===== src/rtl/circ_fifo_pkg.sv =====
// Shared helpers and types for the circ_fifo_mon block.
package circ_fifo_pkg;

    function automatic int unsigned clog2_min1(input int unsigned n);
        return (n <= 2) ? 1 : $clog2(n);
    endfunction

    localparam int unsigned DEF_FIFO_DEPTH = 10;
    localparam int unsigned LVL_W          = clog2_min1(DEF_FIFO_DEPTH + 1);
    localparam int unsigned PTR_W          = clog2_min1(DEF_FIFO_DEPTH);

    typedef enum logic [1:0] {
        OCC_EMPTY   = 2'd0,
        OCC_PARTIAL = 2'd1,
        OCC_FULL    = 2'd2
    } occ_e;

endpackage


===== src/rtl/circ_fifo_mon_stats.sv =====
// High watermark and saturating overflow/underflow counters for circ_fifo_mon.
module circ_fifo_mon_stats
    import circ_fifo_pkg::*;
#(
    parameter int unsigned LEVEL_W   = 4,
    parameter int unsigned CNT_WIDTH = 16
) (
    input  logic                 clk_i,
    input  logic                 rst_i,
    input  logic                 clr_i,
    input  logic [LEVEL_W-1:0]   level_next_i,
    input  logic                 ovf_inc_i,
    input  logic                 udf_inc_i,
    output logic [LEVEL_W-1:0]   max_level_o,
    output logic [CNT_WIDTH-1:0] ovf_cnt_o,
    output logic [CNT_WIDTH-1:0] udf_cnt_o
);

    logic [LEVEL_W-1:0]   max_level_q, max_level_d;
    logic [CNT_WIDTH-1:0] ovf_cnt_q, ovf_cnt_d;
    logic [CNT_WIDTH-1:0] udf_cnt_q, udf_cnt_d;

    always_comb begin
        max_level_d = max_level_q;
        ovf_cnt_d   = ovf_cnt_q;
        udf_cnt_d   = udf_cnt_q;
        // Clear wins over a same-cycle increment; watermark restarts at the new level.
        if (clr_i) begin
            max_level_d = level_next_i;
            ovf_cnt_d   = '0;
            udf_cnt_d   = '0;
        end else begin
            if (level_next_i > max_level_q) begin
                max_level_d = level_next_i;
            end
            if (ovf_inc_i && (ovf_cnt_q != '1)) begin
                ovf_cnt_d = ovf_cnt_q + 1'b1;
            end
            if (udf_inc_i && (udf_cnt_q != '1)) begin
                udf_cnt_d = udf_cnt_q + 1'b1;
            end
        end
    end

    always_ff @(posedge clk_i or posedge rst_i) begin
        if (rst_i) begin
            max_level_q <= '0;
            ovf_cnt_q   <= '0;
            udf_cnt_q   <= '0;
        end else begin
            max_level_q <= max_level_d;
            ovf_cnt_q   <= ovf_cnt_d;
            udf_cnt_q   <= udf_cnt_d;
        end
    end

    assign max_level_o = max_level_q;
    assign ovf_cnt_o   = ovf_cnt_q;
    assign udf_cnt_o   = udf_cnt_q;

endmodule


===== src/rtl/circ_fifo_mon.sv =====
// Single-clock circular FIFO with registered flags and occupancy statistics.
// Statistics are built only when CIRC_FIFO_MON_STATS_EN is defined.
module circ_fifo_mon
    import circ_fifo_pkg::*;
#(
    parameter int unsigned DATA_WIDTH = 8,
    parameter int unsigned FIFO_DEPTH = 10,
    parameter int unsigned AFULL_THR  = 8,
    parameter int unsigned AEMPTY_THR = 2,
    parameter int unsigned CNT_WIDTH  = 16
) (
    input  logic                                    clk_i,
    input  logic                                    rst_i,
    input  logic                                    we_i,
    input  logic [DATA_WIDTH-1:0]                   data_i,
    input  logic                                    re_i,
    output logic [DATA_WIDTH-1:0]                   data_o,
    output logic                                    data_vld_o,
    output logic                                    fifo_full_o,
    output logic                                    fifo_empty_o,
    output logic                                    fifo_afull_o,
    output logic                                    fifo_aempty_o,
    output logic [clog2_min1(FIFO_DEPTH+1)-1:0]     level_o,
    output logic [clog2_min1(FIFO_DEPTH+1)-1:0]     max_level_o,
    output logic [CNT_WIDTH-1:0]                    ovf_cnt_o,
    output logic [CNT_WIDTH-1:0]                    udf_cnt_o,
    input  logic                                    clr_stats_i
);

    localparam int unsigned LW = clog2_min1(FIFO_DEPTH + 1);
    localparam int unsigned PW = clog2_min1(FIFO_DEPTH);

    logic [DATA_WIDTH-1:0] mem_q [FIFO_DEPTH];

    logic [PW-1:0]         wr_ptr_q, wr_ptr_d;
    logic [PW-1:0]         rd_ptr_q, rd_ptr_d;
    logic [LW-1:0]         level_q, level_d;
    occ_e                  occ_q, occ_d;
    logic [DATA_WIDTH-1:0] data_q, data_d;
    logic                  vld_q, vld_d;
    logic                  afull_q, afull_d;
    logic                  aempty_q, aempty_d;
    logic                  wr_acc, rd_acc;

    always_comb begin
        rd_acc   = re_i & (occ_q != OCC_EMPTY);
        wr_acc   = we_i & ((occ_q != OCC_FULL) | rd_acc);

        wr_ptr_d = wr_ptr_q;
        rd_ptr_d = rd_ptr_q;
        data_d   = data_q;
        vld_d    = rd_acc;

        if (wr_acc) begin
            wr_ptr_d = (wr_ptr_q == PW'(FIFO_DEPTH - 1)) ? '0 : wr_ptr_q + 1'b1;
        end
        if (rd_acc) begin
            rd_ptr_d = (rd_ptr_q == PW'(FIFO_DEPTH - 1)) ? '0 : rd_ptr_q + 1'b1;
            data_d   = mem_q[rd_ptr_q];
        end

        level_d = level_q + LW'(wr_acc) - LW'(rd_acc);

        // Occupancy state follows the next level so flags line up with level_o.
        if (level_d == '0) begin
            occ_d = OCC_EMPTY;
        end else if (level_d == LW'(FIFO_DEPTH)) begin
            occ_d = OCC_FULL;
        end else begin
            occ_d = OCC_PARTIAL;
        end

        afull_d  = (level_d >= LW'(AFULL_THR));
        aempty_d = (level_d <= LW'(AEMPTY_THR));
    end

    always_ff @(posedge clk_i or posedge rst_i) begin
        if (rst_i) begin
            wr_ptr_q <= '0;
            rd_ptr_q <= '0;
            level_q  <= '0;
            occ_q    <= OCC_EMPTY;
            data_q   <= '0;
            vld_q    <= 1'b0;
            afull_q  <= 1'b0;
            aempty_q <= 1'b1;
        end else begin
            wr_ptr_q <= wr_ptr_d;
            rd_ptr_q <= rd_ptr_d;
            level_q  <= level_d;
            occ_q    <= occ_d;
            data_q   <= data_d;
            vld_q    <= vld_d;
            afull_q  <= afull_d;
            aempty_q <= aempty_d;
        end
    end

    always_ff @(posedge clk_i) begin
        if (wr_acc) begin
            mem_q[wr_ptr_q] <= data_i;
        end
    end

    assign data_o        = data_q;
    assign data_vld_o    = vld_q;
    assign fifo_full_o   = (occ_q == OCC_FULL);
    assign fifo_empty_o  = (occ_q == OCC_EMPTY);
    assign fifo_afull_o  = afull_q;
    assign fifo_aempty_o = aempty_q;
    assign level_o       = level_q;

`ifdef CIRC_FIFO_MON_STATS_EN
    circ_fifo_mon_stats #(
        .LEVEL_W   (LW),
        .CNT_WIDTH (CNT_WIDTH)
    ) u_stats (
        .clk_i        (clk_i),
        .rst_i        (rst_i),
        .clr_i        (clr_stats_i),
        .level_next_i (level_d),
        .ovf_inc_i    (we_i & ~wr_acc),
        .udf_inc_i    (re_i & ~rd_acc),
        .max_level_o  (max_level_o),
        .ovf_cnt_o    (ovf_cnt_o),
        .udf_cnt_o    (udf_cnt_o)
    );
`else
    logic stats_unused;
    assign stats_unused = clr_stats_i;
    assign max_level_o  = '0;
    assign ovf_cnt_o    = '0;
    assign udf_cnt_o    = '0;
`endif

endmodule


===== config.mk =====
export PLATFORM = sky130hd
export DESIGN_NAME = circ_fifo_mon
export DESIGN_NICKNAME = d
export VERILOG_FILES = /design/src/rtl/circ_fifo_pkg.sv /design/src/rtl/circ_fifo_mon_stats.sv /design/src/rtl/circ_fifo_mon.sv
export SDC_FILE = /design/constraint.sdc
export NUM_CORES = 1
export LEC_CHECK = 0
export ABC_AREA = 1
export BUFFER_PORTS_ARGS = -buffer_cell sky130_fd_sc_hd__buf_2
export CORE_MARGIN = 2
export CORE_UTILIZATION = 40
export CTS_CLUSTER_DIAMETER = 30
export CTS_CLUSTER_SIZE = 14
export DETAILED_ROUTE_END_ITERATION = 12
export PLACE_DENSITY = 0.59
export SKIP_LAST_GASP = 1
export SLEW_MARGIN = 10
export SYNTH_ARGS = -nofsm -noshare
export SYNTH_HDL_FRONTEND = slang
export SYNTH_SLANG_ARGS = --single-unit

===== constraint.sdc =====
create_clock -name clk_i -period 3.6 [get_ports clk_i]
set_input_delay 0.36 -clock clk_i [delete_from_list [all_inputs] [get_ports clk_i]]
set_output_delay 0.36 -clock clk_i [all_outputs]
set_load 0.01 [all_outputs]

==> flow_summary.ini <==
[setup_path]
endpoint_kind = register
critPathArrivalTime_ns = 2.69
crit_slowest_cell = dfrtp_1
path_cells = nor2_1 -> nor2_1 -> buf_4 -> inv_1 -> buf_4 -> nand2_1 -> nand2_1 -> ha_1 -> inv_1 -> fa_1 -> xor2_1 -> nand2_1 -> nor2_1 -> nand3_1 -> nand2_1 -> inv_1
worst_path_largest_cell_delay_ns = 0.38
crit_fanout = 12
cp.required_ns = 3.84
cp-start-kind = register
reg2reg_from = occ_q[1]
crit_start = occ_q[1]
crit_top_cell = nand2_1
critPathKind = reg -> reg

[final_layout]
area_delta_synth_final_pct = 8.91
n_fill_cell = 1054
antenna_cells = 0
final_util = 0.449
layout-drive-gt1-share = 0.104
num-nets-final = 512
final_cell_area_um2 = 5170

[clock_tree]
clock-sinks = 105
htree_num_levels = 3
cts_resized = 0
insertion_delay_ns = 0.34
cts.path.max_buffers = 2
hold_buffers = 0
cts_made_buffers = 9
clockRootBuffer = clkbuf_16
cts_tree = yes
clkTransAtPathRegs_ns = 0.07
postCtsSetupBuffers = 0

[run]
drv_cap = 0

[timing]
setup_violations = 0
finalSetupTns_ns = 0
timing.final.crit_share = 0.681
clock_skew_ns = 0.00773
min_period_ns = 2.45
report.final.slew_viol_count = 0
rsz0062_at_grt = no
fmax_mhz = 408
finalHoldViolations = 0
worst_pin_slew_ns = 0.997
slew_headroom = 0.335

[run_status]
violations = DRC
outcome = complete, but fails checks

[routing]
drc = 9
drt_iter0_drc = 160
wl_mm = 9.38
first_pass_iters = 8
wl_per_cell_um = 14.6
ant_nets = 0
viasPerCell = 4.67
num_vias = 3005

[synthesis]
synth_edf_count = 80
synth_ff_type = edfxtp_1
synth_top_area_cell = edfxtp_1
netlist_instances = 469
synth.cell_area_um2 = 4750
synth.avg_cell_area_um2 = 10.1
synth_seq_cells = 105
synth_cell_type_count = 26
seq_area_frac_synth = 0.638
synth_commonest_cells = nand2_1, edfxtp_1, nor2_1, inv_1, nand3_1
netlist_top_cells_area = edfxtp_1, dfrtp_1, nand2_1
synth_warnings = 0
ys_async_sr_fraction = 0.238
post-synth-top-count-cell = nand2_1
synth_top_cell_area_share = 0.506

[global_routing]
grt_first_pass_wirelength_mm = 15.0
grt_max_degree = 51
grt_usage = 0.156
antenna_found_initial = 0
grt_pass1_vias = 2824
grt-ovfl-total = 0

[place]
dpl.hpwl_mm = 6.02
postPlaceCellArea_um2 = 4870
gp_congestion = 0.815
port_buffers = 28

[power_and_ir_drop]
p_leak_nw = 2.28
pwr_density_cell_nw_per_um2 = 769
ir_drop_mv = 0.289

[die]
floorplan.initialDensity = 0.412
coreArea_um2 = 11500
dieArea_um2 = 12800
die_y_um = 113
die_w_um = 113
num_rows = 39
pin_count = 66

[worst_hold_path]
min-delay-path-class = in -> async
-- worst paths after layout --
path                       slack, ns          end  depth (start not counted)
min in group clk_i              0.33  mem_q[1][5]                          1
min reg2reg                     0.54    data_o[1]                          2
max in group asynchronous       2.75  wr_ptr_q[1]                          2
max reg2reg                     1.15     occ_q[0]                         16
max                             1.15     occ_q[0]                         16
min                             0.24    data_o[0]                          2
-- flip-flops by register name, summed over array words and instances (netlist names) --
signal and cells:
occ_q 2, data_o 8, fifo_afull_o 1, mem_q 80, data_vld_o 1, wr_ptr_q 4, level_o 4, fifo_aempty_o 1
rd_ptr_q 4
-- where the power goes --
group | switching, W | internal [W]
combinational | 0.000922 | 0.000428
clock | 0.000433 | 0.000542
sequential | 0.000127 | 0.00152
-- metal layers --
layer / GRT usage / up-vias / wire (um)
met4: 0.0634 / 0 / 169
met2: 0.249 / 88 / 4440
met5: 0 / - / 0
met3: 0.0252 / 15 / 498
met1: 0.216 / 1414 / 4270
li1: - / 1488 / -
-- through the flow --
step	total power [W]	cells	setup slack, ns	hold WS, ns
floorplan	0.00267	504	1.39	0.387
global placement	0.00301	627	1.12	0.515
detailed placement	0.00304	627	1.05	0.524
CTS	0.00401	643	1.12	0.284
global route	0.00426	643	0.890	0.336
finish	0.00397	643	1.15	0.243
-- logic make-up after synthesis --
family | count (synthesis) | synth area share
AOI/OAI and AO/OA | 33 | 0.0398
xor gates and xnor gates | 4 | 0.00738
adders and majority gates | 4 | 0.0121
buffers and inverters | 114 | 0.125
DFF | 105 | 0.638
other | 1 | 0.000790
and+or+nand+nor | 208 | 0.177
-- final cells by class --
class,instances,area (um^2),area share
clock buffers,10,229,0.0443
clock inverters,6,65.1,0.0126
inverters,61,229,0.0443
multi-input cells,285,1260,0.244
flip-flops and latches,105,3030,0.586
well taps,143,179,0.0346
repair buffers,33,178,0.0344
-- cells in the final DEF (no fill, tap or decap) --
master and n:
xnor2_1 1, nand3b_1 1, xor2_1 3, nor3_2 1, fa_1 1, nand2_2 1, clkinv_2 2, dfrtp_1 24
buf_4 5, o22ai_1 1, nand2_1 96, nand3_1 39, nor2_1 69, clkinvlp_4 1, edfxtp_1 80, clkbuf_1 1
dfstp_2 1, inv_6 2, bufinv_16 1, conb_1 36, o31ai_1 1, inv_1 59, o21ai_0 13, ha_1 3
nor3_1 1, clkinv_1 1, o211ai_1 8, inv_2 1, a21oi_1 10, buf_2 28, clkbuf_16 9
-- worst max-delay path, delay by kind of cell, from the launching register on --
kind	cells	cell delay, ns
AND/OR/NAND/NOR	8	0.67
XOR/XNOR	1	0.25
adder cells (fa/ha/maj)	2	0.52
buffers and inverters	5	0.54
flip-flops	1	0.38
(Power assumes the default switching activity.)
